## config.mk

```make
export PLATFORM = sky130hd
export DESIGN_NAME = stream_rr_mux
export DESIGN_NICKNAME = d
export VERILOG_FILES = /design/src/rtl/stream_rr_mux.sv
export SDC_FILE = /design/constraint.sdc
export NUM_CORES = 1
export LEC_CHECK = 0
export ABC_AREA = 1
export ABC_CLOCK_PERIOD_IN_PS = 4450
export BUFFER_PORTS_ARGS = -buffer_cell sky130_fd_sc_hd__buf_2
export CORE_MARGIN = 2
export CORE_UTILIZATION = 54
export CTS_BUF_LIST = sky130_fd_sc_hd__clkbuf_8
export CTS_CLUSTER_DIAMETER = 100
export DETAILED_ROUTE_END_ITERATION = 10
export PLACE_DENSITY_LB_ADDON = 0.05
export SLEW_MARGIN = 20
export SYNTH_ARGS = -nofsm -noshare
export SYNTH_HDL_FRONTEND = slang
export SYNTH_SLANG_ARGS = --single-unit
```

## constraint.sdc

```tcl
create_clock -name clk -period 4.45 [get_ports clk]
set_input_delay 0.6675 -clock clk [delete_from_list [all_inputs] [get_ports clk]]
set_output_delay 0.6675 -clock clk [all_outputs]
set_load 0.01 [all_outputs]
```

## src/rtl/stream_rr_mux.sv

```systemverilog
// N-to-1 valid/ready/last stream mux with a round-robin arbiter that holds
// its grant for a whole packet and drives one registered output stream.
module stream_rr_mux #(
  parameter int NUM_CH = 4,
  parameter int DATA_W = 8,
  parameter int SEL_W  = $clog2(NUM_CH)
) (
  input  logic                     clk,
  input  logic                     rst,
  input  logic [NUM_CH*DATA_W-1:0] in_data,
  input  logic [NUM_CH-1:0]        in_valid,
  input  logic [NUM_CH-1:0]        in_last,
  output logic [NUM_CH-1:0]        in_ready,
  output logic [DATA_W-1:0]        out_data,
  output logic                     out_last,
  output logic [SEL_W-1:0]         out_sel,
  output logic                     out_valid,
  input  logic                     out_ready,
  output logic                     busy
);

  typedef enum logic {IDLE, LOCK} state_t;

  state_t            state, state_nxt;
  logic [SEL_W-1:0]  ptr, ptr_nxt;
  logic [SEL_W-1:0]  grant, grant_nxt;
  logic [SEL_W-1:0]  winner, src;
  logic              any_valid, can_load, take, beat_last;
  logic [DATA_W-1:0] beat_data;
  logic [DATA_W-1:0] ch_data [NUM_CH];

  logic [DATA_W-1:0] data_p1;
  logic              last_p1;
  logic [SEL_W-1:0]  sel_p1;
  logic              vld_p1;

  // Next channel index, wrapping NUM_CH-1 back to 0 for any NUM_CH.
  function automatic logic [SEL_W-1:0] wrap_inc(input logic [SEL_W-1:0] idx);
    return (idx == SEL_W'(NUM_CH - 1)) ? '0 : idx + 1'b1;
  endfunction

  for (genvar g = 0; g < NUM_CH; g++) begin : g_unpack
    assign ch_data[g] = in_data[g*DATA_W +: DATA_W];
  end

  // Round-robin search starting at ptr; the candidate index stays in 0..NUM_CH-1.
  always_comb begin
    logic [SEL_W:0]   cand;
    logic [SEL_W-1:0] cidx;
    any_valid = 1'b0;
    winner    = '0;
    cand      = '0;
    cidx      = '0;
    for (int j = 0; j < NUM_CH; j++) begin
      cand = {1'b0, ptr} + (SEL_W+1)'(j);
      if (cand >= (SEL_W+1)'(NUM_CH)) cand = cand - (SEL_W+1)'(NUM_CH);
      cidx = cand[SEL_W-1:0];
      if (!any_valid && in_valid[cidx]) begin
        any_valid = 1'b1;
        winner    = cidx;
      end
    end
  end

  always_comb begin
    can_load  = !vld_p1 || out_ready;
    src       = (state == LOCK) ? grant : winner;
    in_ready  = '0;
    if (!rst) begin
      if (state == IDLE) begin
        if (any_valid && can_load) in_ready[winner] = 1'b1;
      end else begin
        in_ready[grant] = can_load;
      end
    end
    take      = |(in_ready & in_valid);
    beat_last = in_last[src];
    beat_data = ch_data[src];

    state_nxt = state;
    ptr_nxt   = ptr;
    grant_nxt = grant;
    if (take) begin
      if (beat_last) begin
        state_nxt = IDLE;
        ptr_nxt   = wrap_inc(src);
      end else begin
        state_nxt = LOCK;
        grant_nxt = src;
      end
    end
  end

  // Stage p1: output register; a drained slot may be refilled in the same cycle.
  always_ff @(posedge clk) begin
    if (rst) begin
      state   <= IDLE;
      ptr     <= '0;
      grant   <= '0;
      vld_p1  <= 1'b0;
      data_p1 <= '0;
      last_p1 <= 1'b0;
      sel_p1  <= '0;
    end else begin
      state  <= state_nxt;
      ptr    <= ptr_nxt;
      grant  <= grant_nxt;
      vld_p1 <= take || (vld_p1 && !out_ready);
      if (take) begin
        data_p1 <= beat_data;
        last_p1 <= beat_last;
        sel_p1  <= src;
      end
    end
  end

  assign out_data  = data_p1;
  assign out_last  = last_p1;
  assign out_sel   = sel_p1;
  assign out_valid = vld_p1;
  assign busy      = (state == LOCK);

endmodule

```

==> report_table.html <==
<table>
<tr><th>Metric</th><th>Value</th></tr>
<tr><th colspan="2">Placement</th></tr>
<tr><td>Post-DP HPWL</td><td>2920 um</td></tr>
<tr><td>Placed standard-cell area</td><td>1780 um2</td></tr>
<tr><td>Cell count after placement</td><td>333</td></tr>
<tr><td>Number of input and output port buffers inserted</td><td>59</td></tr>
<tr><td>Routability-driven placement congestion ratio</td><td>0.855</td></tr>
<tr><th colspan="2">Critical path</th></tr>
<tr><td>Delay contributed by the slowest stage of the critical path</td><td>610 ps</td></tr>
<tr><td>Required time at the worst-slack endpoint</td><td>3780 ps</td></tr>
<tr><td>Critical path start-end classification</td><td>flip-flop to output pin</td></tr>
<tr><td>Largest fanout of any net on the critical path</td><td>12</td></tr>
<tr><td>Worst path cell trace</td><td>inv_2 -&gt; nand2_1 -&gt; nand2_1 -&gt; nand2_1 -&gt; nand2_2 -&gt; a21oi_1 -&gt; nand2_1 -&gt; nand2_1 -&gt; nand2_1 -&gt; nand2_2 -&gt; inv_1 -&gt; nor3_1 -&gt; buf_2</td></tr>
<tr><td>Endpoint type of the worst setup path</td><td>output pin</td></tr>
<tr><td>Critical-path top delay cell</td><td>sky130_fd_sc_hd__dfxtp_1</td></tr>
<tr><td>Crit path top cell by count</td><td>sky130_fd_sc_hd__nand2_1</td></tr>
<tr><td>Critical path data arrival time</td><td>2200 ps</td></tr>
<tr><td>Startpoint class of the critical path</td><td>flip-flop</td></tr>
<tr><th colspan="2">Clocking</th></tr>
<tr><td>Number of setup buffers added after CTS</td><td>0</td></tr>
<tr><td>Gates resized, CTS repair</td><td>0</td></tr>
<tr><td>Depth of the CTS H-tree</td><td>1</td></tr>
<tr><td>CTS max path bufs</td><td>2</td></tr>
<tr><td>CTS sink cnt</td><td>17</td></tr>
<tr><td>Clock latency at the later pin of the worst-skew pair</td><td>260 ps</td></tr>
<tr><td>TritonCTS clock tree</td><td>yes</td></tr>
<tr><td>Cell at the root of the clock tree</td><td>sky130_fd_sc_hd__clkbuf_8</td></tr>
<tr><td>Quantity of hold-fixing buffers added after cts</td><td>0</td></tr>
<tr><td>Clk slew on worst S/H paths</td><td>70 ps</td></tr>
<tr><td>Clock buffer count from CTS</td><td>3</td></tr>
<tr><th colspan="2">Synth</th></tr>
<tr><td>Mean Syn Cell Area</td><td>6.04 um2</td></tr>
<tr><td>Count of cell types in the netlist</td><td>26</td></tr>
<tr><td>Post-Synthesis Cells</td><td>253</td></tr>
<tr><td>Number of nets produced by synthesis</td><td>296</td></tr>
<tr><td>Top flip-flop cell by instance count after synthesis</td><td>sky130_fd_sc_hd__dfxtp_1</td></tr>
<tr><td>Cell area after synthesis</td><td>1530 um2</td></tr>
<tr><td>Synthesis Warnings</td><td>0</td></tr>
<tr><td>Sequential share of the synthesized area</td><td>22.3%</td></tr>
<tr><td>Count of flip-flops with a built-in enable after synthesis</td><td>0</td></tr>
<tr><td>Proportion of synthesized flip-flops having asynchronous set or reset</td><td>0%</td></tr>
<tr><td>FF+latch count, synth</td><td>17</td></tr>
<tr><th colspan="2">STA</th></tr>
<tr><td>Final clock period utilization by the worst path</td><td>64.3%</td></tr>
<tr><td>Setup repair after global routing missed its margin</td><td>false</td></tr>
<tr><td>Count of endpoints failing setup in the final report</td><td>0</td></tr>
<tr><td>Total count of max-transition violations in the final report</td><td>0</td></tr>
<tr><td>Slew at the pin with the worst max-slew slack</td><td>599 ps</td></tr>
<tr><td>Post-Route Setup TNS</td><td>0 ps</td></tr>
<tr><td>Headroom to the max-slew limit</td><td>60.0%</td></tr>
<tr><td>Clk_skew</td><td>6.42 ps</td></tr>
<tr><td>Clock period minus final worst setup slack</td><td>2860 ps</td></tr>
<tr><td>Fmax</td><td>0.349 GHz</td></tr>
<tr><td>Final number of hold-violating endpoints</td><td>0</td></tr>
<tr><th colspan="2">Power and ir drop</th></tr>
<tr><td>PnR Total Power</td><td>1.61 mW</td></tr>
<tr><td>Cell Pwr Density</td><td>881 nW/um2</td></tr>
<tr><td>Worst IR Drop VDD</td><td>0.683 mV</td></tr>
<tr><td>Static leakage power</td><td>0.996 nW</td></tr>
<tr><th colspan="2">Global route</th></tr>
<tr><td>Antenna violations before repair</td><td>0</td></tr>
<tr><td>Met1 track demand over resource</td><td>31.0%</td></tr>
<tr><td>GR Layer Usage met3</td><td>4.31%</td></tr>
<tr><td>Most congested layer reported by global routing</td><td>met2</td></tr>
<tr><td>Combined global-route utilization of all metal layers</td><td>24.2%</td></tr>
<tr><td>Maximum number of pins on one net before global-route repair</td><td>29</td></tr>
<tr><td>Total global routing overflow</td><td>0</td></tr>
<tr><td>Number of global-route vias before repair</td><td>1,509</td></tr>
<tr><td>Global-route wire length before repair</td><td>6420 um</td></tr>
<tr><td>GR met2 Demand/Resource</td><td>42.7%</td></tr>
<tr><th colspan="2">Floorplanning</th></tr>
<tr><td>Std cell rows</td><td>19</td></tr>
<tr><td>Initial Util</td><td>56.4%</td></tr>
<tr><td>Num ports</td><td>60</td></tr>
<tr><td>Die W</td><td>57.2 um</td></tr>
<tr><td>Height of the die</td><td>57.2 um</td></tr>
<tr><td>Std-Cell Core Area</td><td>2710 um2</td></tr>
<tr><td>Overall die area</td><td>3270 um2</td></tr>
<tr><th colspan="2">Cells and area</th></tr>
<tr><td>Storage element area</td><td>340 um2</td></tr>
<tr><td>Final instance area</td><td>1830 um2</td></tr>
<tr><td>Multi-input gate area in the final layout</td><td>977 um2</td></tr>
<tr><td>Area growth, synth to finish</td><td>19.9%</td></tr>
<tr><td>Post-layout nets</td><td>350</td></tr>
<tr><td>Non-filler instance count after layout</td><td>337</td></tr>
<tr><td>ANT cells</td><td>0</td></tr>
<tr><td>Layout Utilization</td><td>67.6%</td></tr>
<tr><td>Fill cell total of the finished layout</td><td>275</td></tr>
<tr><td>Layout cell share with drive strength beyond 1</td><td>35.3%</td></tr>
<tr><th colspan="2">Min path</th></tr>
<tr><td>Path class of the lowest-slack min-delay path</td><td>flip-flop to flip-flop</td></tr>
<tr><th colspan="2">Drt</th></tr>
<tr><td>Vias</td><td>1,729</td></tr>
<tr><td>Number of nets still failing antenna checks after routing</td><td>0</td></tr>
<tr><td>First-pass iteration count of the detailed router</td><td>4</td></tr>
<tr><td>DRT iter0 DRCs</td><td>105</td></tr>
<tr><td>Routed wire per std cell</td><td>10.9 um</td></tr>
<tr><td>Aggregate routed wire length</td><td>3660 um</td></tr>
<tr><td>DR vias/cell</td><td>5.13</td></tr>
<tr><td>Remaining routing DRC violations</td><td>0</td></tr>
<tr><th colspan="2">Flow run</th></tr>
<tr><td>Number of maximum-capacitance constraint violations</td><td>0</td></tr>
<tr><th colspan="2">Status</th></tr>
<tr><td>Status</td><td>finished, final reports clean</td></tr>
</table>
-- flip-flops by register name (all words and copies together), names as in the netlist --
name       cells
ptr            2
out_last       1
out_sel        2
grant          2
out_valid      1
out_data       8
busy           1
-- area by class of cell --
class                           count  share of cell area (%)
Inverter                           35                    7.17
Multi-Input combinational cell    191                    53.3
Timing Repair Buffer               59                    16.1
Clock buffer                        3                    2.25
Sequential cell                    17                    18.6
Tap cell                           31                    2.12
Clock inverter                      1                   0.410
-- Yosys cell counts (3+ instances only) --
| cell type | instances | share of area [%] |
|---|---|---|
| sky130_fd_sc_hd__nand2_1 | 51 | 13 |
| sky130_fd_sc_hd__nor2_1 | 43 | 11 |
| sky130_fd_sc_hd__inv_1 | 28 | 6.9 |
| sky130_fd_sc_hd__o21ai_0 | 18 | 5.9 |
| sky130_fd_sc_hd__dfxtp_1 | 17 | 22 |
| sky130_fd_sc_hd__nand2_2 | 17 | 7.0 |
| sky130_fd_sc_hd__nand3_1 | 16 | 5.2 |
| sky130_fd_sc_hd__a21oi_1 | 10 | 3.3 |
| sky130_fd_sc_hd__o21ai_2 | 7 | 4.0 |
| sky130_fd_sc_hd__inv_2 | 6 | 1.5 |
| sky130_fd_sc_hd__nand3_2 | 6 | 3.9 |
| sky130_fd_sc_hd__buf_2 | 5 | 1.6 |
| sky130_fd_sc_hd__o22ai_1 | 5 | 2.0 |
| sky130_fd_sc_hd__a21oi_2 | 3 | 1.7 |
| sky130_fd_sc_hd__nor3_1 | 3 | 0.98 |
| sky130_fd_sc_hd__o211ai_1 | 3 | 1.5 |
-- placed cells by master, fill, tap and decap left out, types with 5 or more instances in the layout --
master	netlist	layout
sky130_fd_sc_hd__nand3_2	6	6
sky130_fd_sc_hd__a21oi_1	10	10
sky130_fd_sc_hd__o22ai_1	5	5
sky130_fd_sc_hd__o21ai_0	18	18
sky130_fd_sc_hd__nand2_1	51	51
sky130_fd_sc_hd__inv_2	6	6
sky130_fd_sc_hd__inv_1	28	28
sky130_fd_sc_hd__nor2_1	43	43
sky130_fd_sc_hd__o21ai_2	7	7
sky130_fd_sc_hd__nand2_2	17	17
sky130_fd_sc_hd__buf_2	5	59
sky130_fd_sc_hd__nand3_1	16	16
sky130_fd_sc_hd__dfxtp_1	17	17
-- per-layer routing --
layer	share of wire (%)	vias to the layer above
met5	0	-
met4	0.85	0
met3	6.4	5
met2	50	60
met1	42	756
li1	-	908
-- stage by stage --
stage / setup slack, ps / hold WS, ps
6_report: 1590 / 477
5_1_grt: 1260 / 487
4_1_cts: 1590 / 475
3_5_place_dp: 1810 / 464
3_3_place_gp: 1840 / 462
2_1_floorplan: 2070 / 499
-- cell families (layout without fill, tap and decap cells) --
logic type	after synthesis	after routing	share of synthesized area, %
DFF	17	17	22.3
and+or+nand+nor	144	144	45.0
xor gates and xnor gates	1	1	0.573
buffers and inverters	45	98	13.8
AOI/OAI and AO/OA	46	46	18.4
-- path summary, 6_finish.rpt --
path	slack [ps]	cells after the start	endpoint	from
worst max register to register	1900	15	out_data[4]$_SDFFE_PP0P_	ptr[0]$_SDFFE_PP0P_
worst min register to register	480	2	out_data[6]$_SDFFE_PP0P_	out_data[6]$_SDFFE_PP0P_
worst max-delay path	1590	13	in_ready[0]	ptr[0]$_SDFFE_PP0P_
worst min-delay path	480	2	out_data[6]$_SDFFE_PP0P_	out_data[6]$_SDFFE_PP0P_
-- worst max-delay path, delay by kind of cell (launching register included) --
| family | cells | cell delay [ps] |
|---|---|---|
| AND/OR/NAND/NOR | 9 | 800 |
| buffers and inverters | 3 | 380 |
| AO/OA/AOI/OAI | 1 | 140 |
| flip-flops | 1 | 610 |
-- report_power, final --
| group | switching [mW] | internal (mW) | leakage, nW | total (mW) |
|---|---|---|---|---|
| Sequential | 0.0578 | 0.217 | 0.140 | 0.275 |
| Clock | 0.0573 | 0.0631 | 0.0217 | 0.120 |
| Combinational | 0.810 | 0.410 | 0.835 | 1.22 |
| Total | 0.925 | 0.689 | 0.996 | 1.61 |
No activity file was read; power rests on OpenSTA's default activity.
